### config.mk
export PLATFORM = sky130hd
export DESIGN_NAME = esp_dma_mem_responder_flat
export DESIGN_NICKNAME = d
export VERILOG_FILES = /design/src/rtl/esp_dma_pkg.sv /design/src/rtl/esp_dma_mem_responder_if.sv /design/src/rtl/esp_dma_word_mem.sv /design/src/rtl/esp_dma_mem_responder.sv /design/src/flat_wrapper.sv
export SDC_FILE = /design/constraint.sdc
export NUM_CORES = 2
export LEC_CHECK = 0
export BUFFER_PORTS_ARGS = -buffer_cell sky130_fd_sc_hd__buf_2
export CORE_MARGIN = 2
export CORE_UTILIZATION = 45
export CTS_BUF_LIST = sky130_fd_sc_hd__clkbuf_16
export DETAILED_ROUTE_END_ITERATION = 6
export PLACE_DENSITY_LB_ADDON = 0.2
export SLEW_MARGIN = 30
export SYNTH_ARGS = -nofsm -noshare
export SYNTH_HDL_FRONTEND = slang
export SYNTH_SLANG_ARGS = --single-unit
### constraint.sdc
create_clock -name clk -period 9.07 [get_ports clk]
set_input_delay 0.4535 -clock clk [delete_from_list [all_inputs] [get_ports clk]]
set_output_delay 0.4535 -clock clk [all_outputs]
set_load 0.01 [all_outputs]
### src/rtl/esp_dma_pkg.sv
// Shared definitions for the ESP DMA memory responder.
// Holds DMA size encodings, the responder state enum, beat geometry and the
// ctrl-request payload struct carried on the dma_*_ctrl channels.
package esp_dma_pkg;

   localparam int unsigned BUS_WIDTH  = 64;
   localparam int unsigned WORD_WIDTH = 32;
   localparam int unsigned BEAT_WORDS = 2;
   localparam int unsigned IDX_WIDTH  = 32;
   localparam int unsigned LEN_WIDTH  = 32;
   localparam int unsigned SIZE_WIDTH = 3;

   localparam logic [SIZE_WIDTH-1:0] SIZE_BYTE  = 3'b000;
   localparam logic [SIZE_WIDTH-1:0] SIZE_HWORD = 3'b001;
   localparam logic [SIZE_WIDTH-1:0] SIZE_WORD  = 3'b010;
   localparam logic [SIZE_WIDTH-1:0] SIZE_DWORD = 3'b011;

   typedef enum logic [1:0] {
      ST_IDLE     = 2'd0,
      ST_RD_BURST = 2'd1,
      ST_WR_BURST = 2'd2
   } state_e;

   typedef struct packed {
      logic [IDX_WIDTH-1:0]  index;
      logic [LEN_WIDTH-1:0]  length;
      logic [SIZE_WIDTH-1:0] size;
   } dma_ctrl_t;

   // Only 32- and 64-bit element sizes match the fixed two-words-per-beat packing.
   function automatic logic size_supported(input logic [SIZE_WIDTH-1:0] size);
      logic ok;
      case (size)
         SIZE_BYTE, SIZE_HWORD: ok = 1'b0;
         SIZE_WORD, SIZE_DWORD: ok = 1'b1;
         default:               ok = 1'b0;
      endcase
      return ok;
   endfunction

endpackage

### src/rtl/esp_dma_mem_responder_if.sv
// DMA channel bundle between an ESP accelerator and the host-side responder.
//   dma_read_ctrl_*  : read request (valid/data/ready)
//   dma_read_chnl_*  : read beats toward the accelerator
//   dma_write_ctrl_* : write request (valid/data/ready)
//   dma_write_chnl_* : write beats from the accelerator
// Modports: slave = responder side, master = accelerator side.
interface esp_dma_mem_responder_if;
   import esp_dma_pkg::*;

   logic                 dma_read_ctrl_valid;
   dma_ctrl_t            dma_read_ctrl_data;
   logic                 dma_read_ctrl_ready;
   logic                 dma_read_chnl_valid;
   logic [BUS_WIDTH-1:0] dma_read_chnl_data;
   logic                 dma_read_chnl_ready;

   logic                 dma_write_ctrl_valid;
   dma_ctrl_t            dma_write_ctrl_data;
   logic                 dma_write_ctrl_ready;
   logic                 dma_write_chnl_valid;
   logic [BUS_WIDTH-1:0] dma_write_chnl_data;
   logic                 dma_write_chnl_ready;

   modport slave (
      input  dma_read_ctrl_valid, dma_read_ctrl_data, dma_read_chnl_ready,
      output dma_read_ctrl_ready, dma_read_chnl_valid, dma_read_chnl_data,
      input  dma_write_ctrl_valid, dma_write_ctrl_data,
      input  dma_write_chnl_valid, dma_write_chnl_data,
      output dma_write_ctrl_ready, dma_write_chnl_ready
   );

   modport master (
      output dma_read_ctrl_valid, dma_read_ctrl_data, dma_read_chnl_ready,
      input  dma_read_ctrl_ready, dma_read_chnl_valid, dma_read_chnl_data,
      output dma_write_ctrl_valid, dma_write_ctrl_data,
      output dma_write_chnl_valid, dma_write_chnl_data,
      input  dma_write_ctrl_ready, dma_write_chnl_ready
   );

endinterface

### src/rtl/esp_dma_word_mem.sv
// Word-addressed memory with a two-word DMA port and a one-word backdoor port.
//   clk_i        : clock
//   dma_we_i     : write the beat at dma_addr_i / dma_addr_i+1 (wrapping)
//   dma_addr_i   : DMA word address (low word of the beat)
//   dma_wdata_i  : beat to write, {hi word, lo word}
//   dma_rdata_o  : combinational beat read {mem[addr+1], mem[addr]}
//   host_we_i    : backdoor write strobe
//   host_addr_i  : backdoor word address
//   host_wdata_i : backdoor write data
//   host_rdata_o : combinational backdoor read
// Contents are intentionally not reset.
module esp_dma_word_mem
   import esp_dma_pkg::*;
#(
   parameter int unsigned MEM_WORDS = 32,
   parameter int unsigned AW        = $clog2(MEM_WORDS)
) (
   input  logic                             clk_i,
   input  logic                             dma_we_i,
   input  logic [AW-1:0]                    dma_addr_i,
   input  logic [BEAT_WORDS*WORD_WIDTH-1:0] dma_wdata_i,
   output logic [BEAT_WORDS*WORD_WIDTH-1:0] dma_rdata_o,
   input  logic                             host_we_i,
   input  logic [AW-1:0]                    host_addr_i,
   input  logic [WORD_WIDTH-1:0]            host_wdata_i,
   output logic [WORD_WIDTH-1:0]            host_rdata_o
);

   logic [WORD_WIDTH-1:0] mem_q [MEM_WORDS];
   logic [AW-1:0]         dma_addr_hi;

   assign dma_addr_hi = AW'(dma_addr_i + AW'(1));

   // DMA write is issued last so it overrides a same-word backdoor write.
   always_ff @(posedge clk_i) begin
      if (host_we_i) begin
         mem_q[host_addr_i] <= host_wdata_i;
      end
      if (dma_we_i) begin
         mem_q[dma_addr_i]  <= dma_wdata_i[WORD_WIDTH-1:0];
         mem_q[dma_addr_hi] <= dma_wdata_i[2*WORD_WIDTH-1:WORD_WIDTH];
      end
   end

   assign dma_rdata_o  = {mem_q[dma_addr_hi], mem_q[dma_addr_i]};
   assign host_rdata_o = mem_q[host_addr_i];

endmodule

### src/rtl/esp_dma_mem_responder.sv
// Host-side DMA responder / memory model for ESP RTL accelerators.
// Serves read and write bursts of 64-bit beats from a 32-bit word memory.
//   clk, rst   : clock, asynchronous active-high reset
//   dma        : DMA ctrl/chnl bundle (slave modport)
//   host_we    : backdoor write strobe
//   host_addr  : backdoor word address
//   host_wdata : backdoor write data
//   host_rdata : combinational read of mem[host_addr]
//   busy       : a burst is in progress
//   err        : sticky error (unsupported size or address wrap)
// Optional build macro ESP_DMA_RESP_STALL_EN inserts a one-cycle bubble after
// every accepted beat and after each burst before the next ctrl accept.
module esp_dma_mem_responder
   import esp_dma_pkg::*;
#(
   parameter int unsigned DMA_BUS_WIDTH = 64,
   parameter int unsigned MEM_WORDS     = 32,
   parameter int unsigned AW            = $clog2(MEM_WORDS)
) (
   input  logic                  clk,
   input  logic                  rst,
   esp_dma_mem_responder_if.slave dma,
   input  logic                  host_we,
   input  logic [AW-1:0]         host_addr,
   input  logic [WORD_WIDTH-1:0] host_wdata,
   output logic [WORD_WIDTH-1:0] host_rdata,
   output logic                  busy,
   output logic                  err
);

   state_e                 state_q, state_d;
   logic [AW-1:0]          ptr_q, ptr_d;
   logic [LEN_WIDTH-1:0]   cnt_q, cnt_d;
   logic                   wrap_q, wrap_d;
   logic                   err_q, err_d;
   logic                   stall_q;
   logic [AW:0]            ptr_sum;
   dma_ctrl_t              acc_ctrl;
   logic [IDX_WIDTH:0]     acc_idx2;
   logic                   rd_ctrl_ready_c, wr_ctrl_ready_c;
   logic                   rd_valid_c, wr_ready_c, beat_c, mem_we_c;
   logic [DMA_BUS_WIDTH-1:0] mem_rdata;

   // Carry out of the pointer step marks that later beats start past the end.
   assign ptr_sum = {1'b0, ptr_q} + (AW+1)'(BEAT_WORDS);

   // Next state, pointer/counter updates and handshake outputs.
   always_comb begin
      state_d         = state_q;
      ptr_d           = ptr_q;
      cnt_d           = cnt_q;
      wrap_d          = wrap_q;
      err_d           = err_q;
      rd_ctrl_ready_c = 1'b0;
      wr_ctrl_ready_c = 1'b0;
      rd_valid_c      = 1'b0;
      wr_ready_c      = 1'b0;
      beat_c          = 1'b0;
      mem_we_c        = 1'b0;
      acc_ctrl        = dma.dma_read_ctrl_valid ? dma.dma_read_ctrl_data
                                                : dma.dma_write_ctrl_data;
      acc_idx2        = {acc_ctrl.index, 1'b0};

      case (state_q)
         ST_IDLE: begin
            rd_ctrl_ready_c = !rst && !stall_q;
            wr_ctrl_ready_c = !rst && !stall_q && !dma.dma_read_ctrl_valid;
            if ((dma.dma_read_ctrl_valid && rd_ctrl_ready_c) ||
                (dma.dma_write_ctrl_valid && wr_ctrl_ready_c)) begin
               ptr_d  = acc_idx2[AW-1:0];
               cnt_d  = acc_ctrl.length;
               wrap_d = |acc_idx2[IDX_WIDTH:AW];
               if (!size_supported(acc_ctrl.size)) begin
                  err_d = 1'b1;
               end
               if (acc_ctrl.length != '0) begin
                  state_d = dma.dma_read_ctrl_valid ? ST_RD_BURST : ST_WR_BURST;
               end
            end
         end
         ST_RD_BURST: begin
            rd_valid_c = !stall_q;
            beat_c     = rd_valid_c && dma.dma_read_chnl_ready;
         end
         ST_WR_BURST: begin
            wr_ready_c = !stall_q;
            beat_c     = wr_ready_c && dma.dma_write_chnl_valid;
            mem_we_c   = beat_c;
         end
         default: state_d = ST_IDLE;
      endcase

      // A beat whose unwrapped start lies past the array flags err but still proceeds.
      if (beat_c) begin
         ptr_d  = ptr_sum[AW-1:0];
         cnt_d  = cnt_q - LEN_WIDTH'(1);
         wrap_d = wrap_q | ptr_sum[AW];
         if (wrap_q) begin
            err_d = 1'b1;
         end
         if (cnt_q == LEN_WIDTH'(1)) begin
            state_d = ST_IDLE;
         end
      end
   end

   // State register.
   always_ff @(posedge clk or posedge rst) begin
      if (rst) begin
         state_q <= ST_IDLE;
         ptr_q   <= '0;
         cnt_q   <= '0;
         wrap_q  <= 1'b0;
         err_q   <= 1'b0;
      end else begin
         state_q <= state_d;
         ptr_q   <= ptr_d;
         cnt_q   <= cnt_d;
         wrap_q  <= wrap_d;
         err_q   <= err_d;
      end
   end

`ifdef ESP_DMA_RESP_STALL_EN
   // Bubble flop: high for exactly one cycle after each accepted beat.
   always_ff @(posedge clk or posedge rst) begin
      if (rst) begin
         stall_q <= 1'b0;
      end else begin
         stall_q <= beat_c;
      end
   end
`else
   assign stall_q = 1'b0;
`endif

   esp_dma_word_mem #(
      .MEM_WORDS (MEM_WORDS),
      .AW        (AW)
   ) u_mem (
      .clk_i        (clk),
      .dma_we_i     (mem_we_c),
      .dma_addr_i   (ptr_q),
      .dma_wdata_i  (dma.dma_write_chnl_data),
      .dma_rdata_o  (mem_rdata),
      .host_we_i    (host_we),
      .host_addr_i  (host_addr),
      .host_wdata_i (host_wdata),
      .host_rdata_o (host_rdata)
   );

   assign dma.dma_read_ctrl_ready  = rd_ctrl_ready_c;
   assign dma.dma_write_ctrl_ready = wr_ctrl_ready_c;
   assign dma.dma_read_chnl_valid  = rd_valid_c;
   assign dma.dma_write_chnl_ready = wr_ready_c;
   assign dma.dma_read_chnl_data   = (state_q == ST_RD_BURST) ? mem_rdata : '0;
   assign busy                     = (state_q != ST_IDLE);
   assign err                      = err_q;

endmodule

### src/flat_wrapper.sv
// flat-port wrapper written by rule: the top's interface ports become plain ports
module esp_dma_mem_responder_flat import esp_dma_pkg::*;
#(
   parameter int unsigned DMA_BUS_WIDTH = 64,
   parameter int unsigned MEM_WORDS     = 32,
   parameter int unsigned AW            = $clog2(MEM_WORDS)
)
  (clk, rst, host_we, host_addr, host_wdata, host_rdata, busy, err, dma_dma_read_ctrl_valid, dma_dma_read_ctrl_data, dma_dma_read_chnl_ready, dma_dma_read_ctrl_ready, dma_dma_read_chnl_valid, dma_dma_read_chnl_data, dma_dma_write_ctrl_valid, dma_dma_write_ctrl_data, dma_dma_write_chnl_valid, dma_dma_write_chnl_data, dma_dma_write_ctrl_ready, dma_dma_write_chnl_ready);
  esp_dma_mem_responder_if dma_i ();
  input  logic clk;
  input  logic rst;
  input  logic host_we;
  input  logic [AW-1:0] host_addr;
  input  logic [WORD_WIDTH-1:0] host_wdata;
  output logic [WORD_WIDTH-1:0] host_rdata;
  output logic busy;
  output logic err;
  input wire logic [$bits(dma_i.dma_read_ctrl_valid)-1:0] dma_dma_read_ctrl_valid;
  input wire logic [$bits(dma_i.dma_read_ctrl_data)-1:0] dma_dma_read_ctrl_data;
  input wire logic [$bits(dma_i.dma_read_chnl_ready)-1:0] dma_dma_read_chnl_ready;
  output wire logic [$bits(dma_i.dma_read_ctrl_ready)-1:0] dma_dma_read_ctrl_ready;
  output wire logic [$bits(dma_i.dma_read_chnl_valid)-1:0] dma_dma_read_chnl_valid;
  output wire logic [$bits(dma_i.dma_read_chnl_data)-1:0] dma_dma_read_chnl_data;
  input wire logic [$bits(dma_i.dma_write_ctrl_valid)-1:0] dma_dma_write_ctrl_valid;
  input wire logic [$bits(dma_i.dma_write_ctrl_data)-1:0] dma_dma_write_ctrl_data;
  input wire logic [$bits(dma_i.dma_write_chnl_valid)-1:0] dma_dma_write_chnl_valid;
  input wire logic [$bits(dma_i.dma_write_chnl_data)-1:0] dma_dma_write_chnl_data;
  output wire logic [$bits(dma_i.dma_write_ctrl_ready)-1:0] dma_dma_write_ctrl_ready;
  output wire logic [$bits(dma_i.dma_write_chnl_ready)-1:0] dma_dma_write_chnl_ready;
  assign dma_i.dma_read_ctrl_valid = dma_dma_read_ctrl_valid;
  assign dma_i.dma_read_ctrl_data = dma_dma_read_ctrl_data;
  assign dma_i.dma_read_chnl_ready = dma_dma_read_chnl_ready;
  assign dma_dma_read_ctrl_ready = dma_i.dma_read_ctrl_ready;
  assign dma_dma_read_chnl_valid = dma_i.dma_read_chnl_valid;
  assign dma_dma_read_chnl_data = dma_i.dma_read_chnl_data;
  assign dma_i.dma_write_ctrl_valid = dma_dma_write_ctrl_valid;
  assign dma_i.dma_write_ctrl_data = dma_dma_write_ctrl_data;
  assign dma_i.dma_write_chnl_valid = dma_dma_write_chnl_valid;
  assign dma_i.dma_write_chnl_data = dma_dma_write_chnl_data;
  assign dma_dma_write_ctrl_ready = dma_i.dma_write_ctrl_ready;
  assign dma_dma_write_chnl_ready = dma_i.dma_write_chnl_ready;
  esp_dma_mem_responder #(.DMA_BUS_WIDTH(DMA_BUS_WIDTH), .MEM_WORDS(MEM_WORDS), .AW(AW)) u_core (.clk(clk), .rst(rst), .dma(dma_i), .host_we(host_we), .host_addr(host_addr), .host_wdata(host_wdata), .host_rdata(host_rdata), .busy(busy), .err(err));
endmodule
# [Yosys cells after proc, flatten, opt, wreduce, memory -nomap -nowiden]
# Memories as Yosys holds them, arrays and structs flattened.
# Cells that the tools add are included.
[op_classes] n_addsub=3 n_eq_ne=5 muxes=35 n_bitwise=1 n_reduce_logical=15
[op_table] operator="$mux 32" n=3
[op_table] operator="$mux 67" n=1
[op_table] operator="$mux 64" n=1
[op_table] operator="$eq 32x1->1 const B" n=1
[op_table] operator="$reduce_bool 32->1" n=1
[op_table] operator="$sub 32x1->32 const B" n=1
[op_table] operator="$reduce_or 28->1" n=1
[op_table] operator="$mux 1" n=20
[op_table] operator="$mux 5" n=3
[op_table] operator="$mux 2" n=5
[op_table] operator="$add 5x2->6 const B" n=1
[op_table] operator="$eq 3x2->1 const B" n=2
[op_table] operator="$reduce_bool 2->1" n=3
[op_table] operator="$add 5x1->5 const B" n=1
[op_table] operator="$pmux 2 s2" n=1
[op_table] operator="$reduce_or 2->1" n=2
[op_table] operator="$logic_and 1x1->1" n=3
[op_table] operator="$eq 2x1->1 const B" n=1
[op_table] operator="$eq 2x2->1 const B" n=1
[op_table] operator="$logic_not 1->1" n=2
[op_table] operator="$logic_not 2->1" n=1
[op_table] operator="$pmux 1 s2" n=1
[op_table] operator="$reduce_and 2->1" n=1
[op_table] operator="$logic_or 1x1->1" n=1
[op_table] operator="$or 1x1->1" n=1
[word_totals] regBits=41 mem_bits_rw=1024 in_bits=242 output_inout_bits=102 word_cells=65 memories=1
[mem_list] memory="u_core.u_mem.mem_q" words=32 width=32 read_ports=3 rd_clocked_by_memory_dff=0 write_ports=3 line_no="esp_dma_word_mem.sv:29" rtl="logic [WORD_WIDTH-1:0] mem_q [MEM_WORDS];"

# [Longest topological paths before layout]
[logic_depth] depth_word=11 ltp_mapped=9 mapped_depth_nobuf=7

# [Modules after synthesis]
# From an unflattened synthesis, not the netlist that was laid out.
[hier_totals] cells_unflattened=6531 area_unflattened_um2=81887.3
[modules_own_cells] mod="esp_dma_word_mem" instances=1 cells_each=6088 area_per_inst_um2=78328.9 seq_area_each_um2=30749.5
[modules_own_cells] mod="esp_dma_mem_responder" instances=1 cells_each=443 area_per_inst_um2=3558.4 seq_area_each_um2=1001.0

# [Least setup slack after synthesis]
# Ideal clock, no wire load.
[synth_timing] path_type="input to register" startpoint="input host_addr[1]" endpoint="memory u_core.u_mem.mem_q[0][0], enable pin" setup_ns=0.466 arrival_ns=3.991 required_time_ns=8.604 setup_slack_ns=4.614 path_stages=6 n_path_buf=4 cell_sequence="clkbuf_1 clkbuf_1 clkbuf_1 or3b_2 buf_1 o21ai_0"
[synth_lines] item="from (decl)" line_no="flat_wrapper.sv:13" rtl="input logic [AW-1:0] host_addr;"
[synth_lines] item="to (decl)" line_no="esp_dma_word_mem.sv:29"

# [Worst setup path after layout]
[layout_timing] startpoint="register u_core.ptr_q[4]" endpoint="output dma_dma_read_chnl_data[51]"
[layout_between] elab_chain_cells=3
[layout_lines] item="from (decl)" line_no="esp_dma_mem_responder.sv:32" rtl="logic [AW-1:0] ptr_q, ptr_d;"
[layout_lines] item="from (signal assigned)" line_no="esp_dma_mem_responder.sv:117" rtl="ptr_q <= ptr_d;"
[layout_lines] item="$add 5x1->5" line_no="esp_dma_word_mem.sv:32" rtl="assign dma_addr_hi = AW'(dma_addr_i + AW'(1));"
[layout_lines] item="$mem_v2 32x32"
[layout_lines] item="$mux 64" line_no="esp_dma_mem_responder.sv:156" rtl="assign dma.dma_read_chnl_data = (state_q == ST_RD_BURST) ? mem_rdata : '0;"
[layout_lines] item="to (decl)" line_no="flat_wrapper.sv:23" rtl="output wire logic [$bits(dma_i.dma_read_chnl_data)-1:0] dma_dma_read_chnl_data;"
# Every way passes these cells.

==> flow_metrics.tcl <==
set metrics [dict create \
    status "complete, but fails checks" \
    violations "design-rule violations" \
    h-tree-depth 3 \
    p_leak_nw 26.3 \
    routed_wl_um 251000 \
    clock-sinks 1064 \
    p_clk_share_pct 31.3 \
    yosysWarnings 0 \
    dieArea_sq_um 138000 \
    power_frac_comb_pct 31.2 \
    first_pass_iters 7 \
    fin_nets 5962 \
    area_growth_pct 12.4 \
    syn_area_sq_um 60900 \
    finalPower_mw 15.6 \
    cts_tree "done" \
    slowest_delay_ps 910 \
    critical_path.slowest_cell "dfrtp_4" \
    cp_common_cell "buf_4" \
    grt_pass1_wl_um 348000 \
    async_flop_share_pct 3.76 \
    finalSetupViolCount 0 \
    drt_iter0_markers 8713 \
    grt_overflow 0 \
    synth.most_common_cell "nand2_1" \
    synth_edf_count 1024 \
    busiest_layer "met2" \
    ys_top_cells_by_count "nand2_1, edfxtp_1, mux4_2, clkbuf_1, mux2i_1" \
    critical_path_arrival_ps 5810 \
    met2_usage_pct 54.3 \
    holdPathStages 3 \
    synth_area_leaders "edfxtp_1, nand2_1, mux4_2" \
    synth.distinct_cells 68 \
    routedWlPerCell_um 33.1 \
    ir_drop_mv 0.170 \
    crit_chain "buf_4 -> and2_2 -> buf_4 -> nand2b_4 -> buf_4 -> o22ai_1 -> nor3_1 -> a21boi_0 -> buf_2" \
    rsz0062_at_grt "no" \
    yosysSeqAreaShare_pct 52.2 \
    seq_power_share_pct 37.5 \
    viasPerCell 6.63 \
    synth_top_cell_by_area "edfxtp_1" \
    clock.fmax_mhz 160 \
    gp_congestion 0.897 \
    setup_ws_ps 2810 \
    reg2reg_setup_slack_ps 3270 \
    cts_root_buf "clkbuf_16" \
    min_period_ps 6260 \
    hold_path_class "input port to register" \
    cts_setup_buffers 0 \
    met1_usage_pct 46.4 \
    period_share_pct 69.0 \
    syn_area_per_cell_sq_um 10.7 \
    fin_hold_ws_ps 54.3 \
    worst_pin_slew_ps 1110 \
    maxCapViolations 0 \
    ys_seq_elements 1064 \
    worstSetupEndpointType "primary output" \
    io_buffers 341 \
    grt_max_degree 90 \
    grt_pass1_vias 47717 \
    track_usage_pct 35.8 \
    hpwl_um 149000 \
    fin_skew_ps 23.9 \
    cts.clk_slew.worst_paths_ps 60 \
    cellInternalPower_mw 10.2 \
    cts_made_buffers 115 \
    met3_usage_pct 9.49 \
    num_rows 134 \
    criticalPathCategory "register to primary output" \
    die_w_um 372 \
    required_ps 8620 \
    ioPinCount 344 \
    clock_latency_ps 760 \
    switching_share_pct 34.5 \
    p_per_area_nw_per_um2 229 \
    hold_viol 0 \
    switchingPower_mw 5.40 \
    synth_top_area_share_pct 50.5 \
    dieHeight_um 372 \
    cts_buffer_depth 3 \
    synth_ff_type "edfxtp_1" \
    num_vias 50366 \
    layout-drive-gt1-share_pct 19.8 \
    core_area_sq_um 134000 \
    report.final.slew_viol_count 0 \
    start_kind "register" \
    tns_ps 0 \
    initial_core_util_pct 45.5 \
    ant_nets 0 \
    pre_cts_slack_ps 3600 \
    synth_nets 5938 \
    r2r_cells 9 \
    antenna_found_initial 29 \
    syn_inst 5690 \
    drc_errors 6 \
    relSlewSlack_pct 26.1 \
    critPathMaxFanout 31 \
]
## state kept, by name, summed over array words and instances (netlist names)
register,cells
u_core.cnt_q,32
u_core.err,1
u_core.ptr_q,4
u_core.wrap_q,1
u_core.u_mem.mem_q,1024
u_core.state_q,2
## layout by cell type, fill, tap and decap left out, types with 27 or more instances in the layout
cell type	n
nor2_1	49
o22ai_1	111
nor4_1	35
a22oi_1	132
buf_2	339
o21ai_0	33
o21ai_4	32
mux2i_1	281
dfrtp_1	36
nand4_1	40
nand2_1	2606
buf_4	104
edfxtp_1	1024
nor3_1	28
inv_1	40
clkbuf_16	117
mux4_2	410
clkinv_1	27
## layout make-up
class / instances / area, sq um
fill: 11696 / 65400
tap: 1768 / 2210
antenna: 17 / 42.5
timing repair buffer: 468 / 2990
inverter: 17 / 63.8
clock buffer: 117 / 2930
clock inverter: 97 / 878
multi-input combinational: 4048 / 27500
sequential: 1064 / 31800
## power by group through the flow
stage | clock, mW | sequential, mW | combinational [mW]
global placement | 0 | 5.95 | 4.71
CTS | 4.88 | 5.86 | 4.77
detailed placement | 0 | 5.96 | 4.75
global route | 5.07 | 5.88 | 5.05
floorplan | 0 | 5.79 | 3.13
finish | 4.89 | 5.87 | 4.89
## worst max-delay path, delay by kind of cell, from the launching register on
family | cells | cell delay (ps)
buffers and inverters | 4 | 2190
AND/OR/NAND/NOR | 3 | 760
AO/OA/AOI/OAI | 2 | 1030
flip-flops | 1 | 910
## final timing paths
kind                                                  from                    endpoint
worst min register to register            u_core.cnt_q[14]            u_core.cnt_q[14]
max in group asynchronous                              rst             u_core.ptr_q[3]
min in group asynchronous                              rst            u_core.cnt_q[16]
worst max register to register             u_core.ptr_q[4]  u_core.u_mem.mem_q[30][31]
worst max-delay path                       u_core.ptr_q[4]  dma_dma_read_chnl_data[51]
worst min-delay path            dma_dma_write_ctrl_data[2]                  u_core.err
## metrics by stage
step / utilization, % / std cells / cell area (sq um)
3_3_place_gp: 47.9 / 7347 / 64100
4_1_cts: 51.1 / 7578 / 68300
5_1_grt: 51.1 / 7586 / 68400
3_5_place_dp: 48.2 / 7363 / 64500
6_report: 51.1 / 7596 / 68400
2_1_floorplan: - / 5690 / 60900
## layer usage
layer  routed length [um]  up-vias
met1                87400    24718
met5                   82        -
met2               111000     4241
li1                     -    20477
met3                35500      920
met4                17400       10
## repair_timing
| item | 4_1_cts | 5_1_grt |
|---|---|---|
| gates resized for setup | 0 | 0 |
| hold endpoints to repair | 40 | 0 |
| hold buffers | 1 | 0 |
## cell families (layout without fill, tap and decap cells)
family | count (synthesis) | in the layout | share of synthesized area [%]
AO/OA/AOI/OAI | 461 | 461 | 5.34
XOR/XNOR | 4 | 4 | 0.0576
adder cells (fa/ha/maj) | 6 | 6 | 0.123
buffers and inverters | 578 | 699 | 3.77
flip-flops | 1064 | 1064 | 52.2
multiplexers | 694 | 694 | 19.9
other | 0 | 17 | 0
AND/OR/NAND/NOR | 2883 | 2883 | 18.7
No activity file was read; power rests on OpenSTA's default activity.
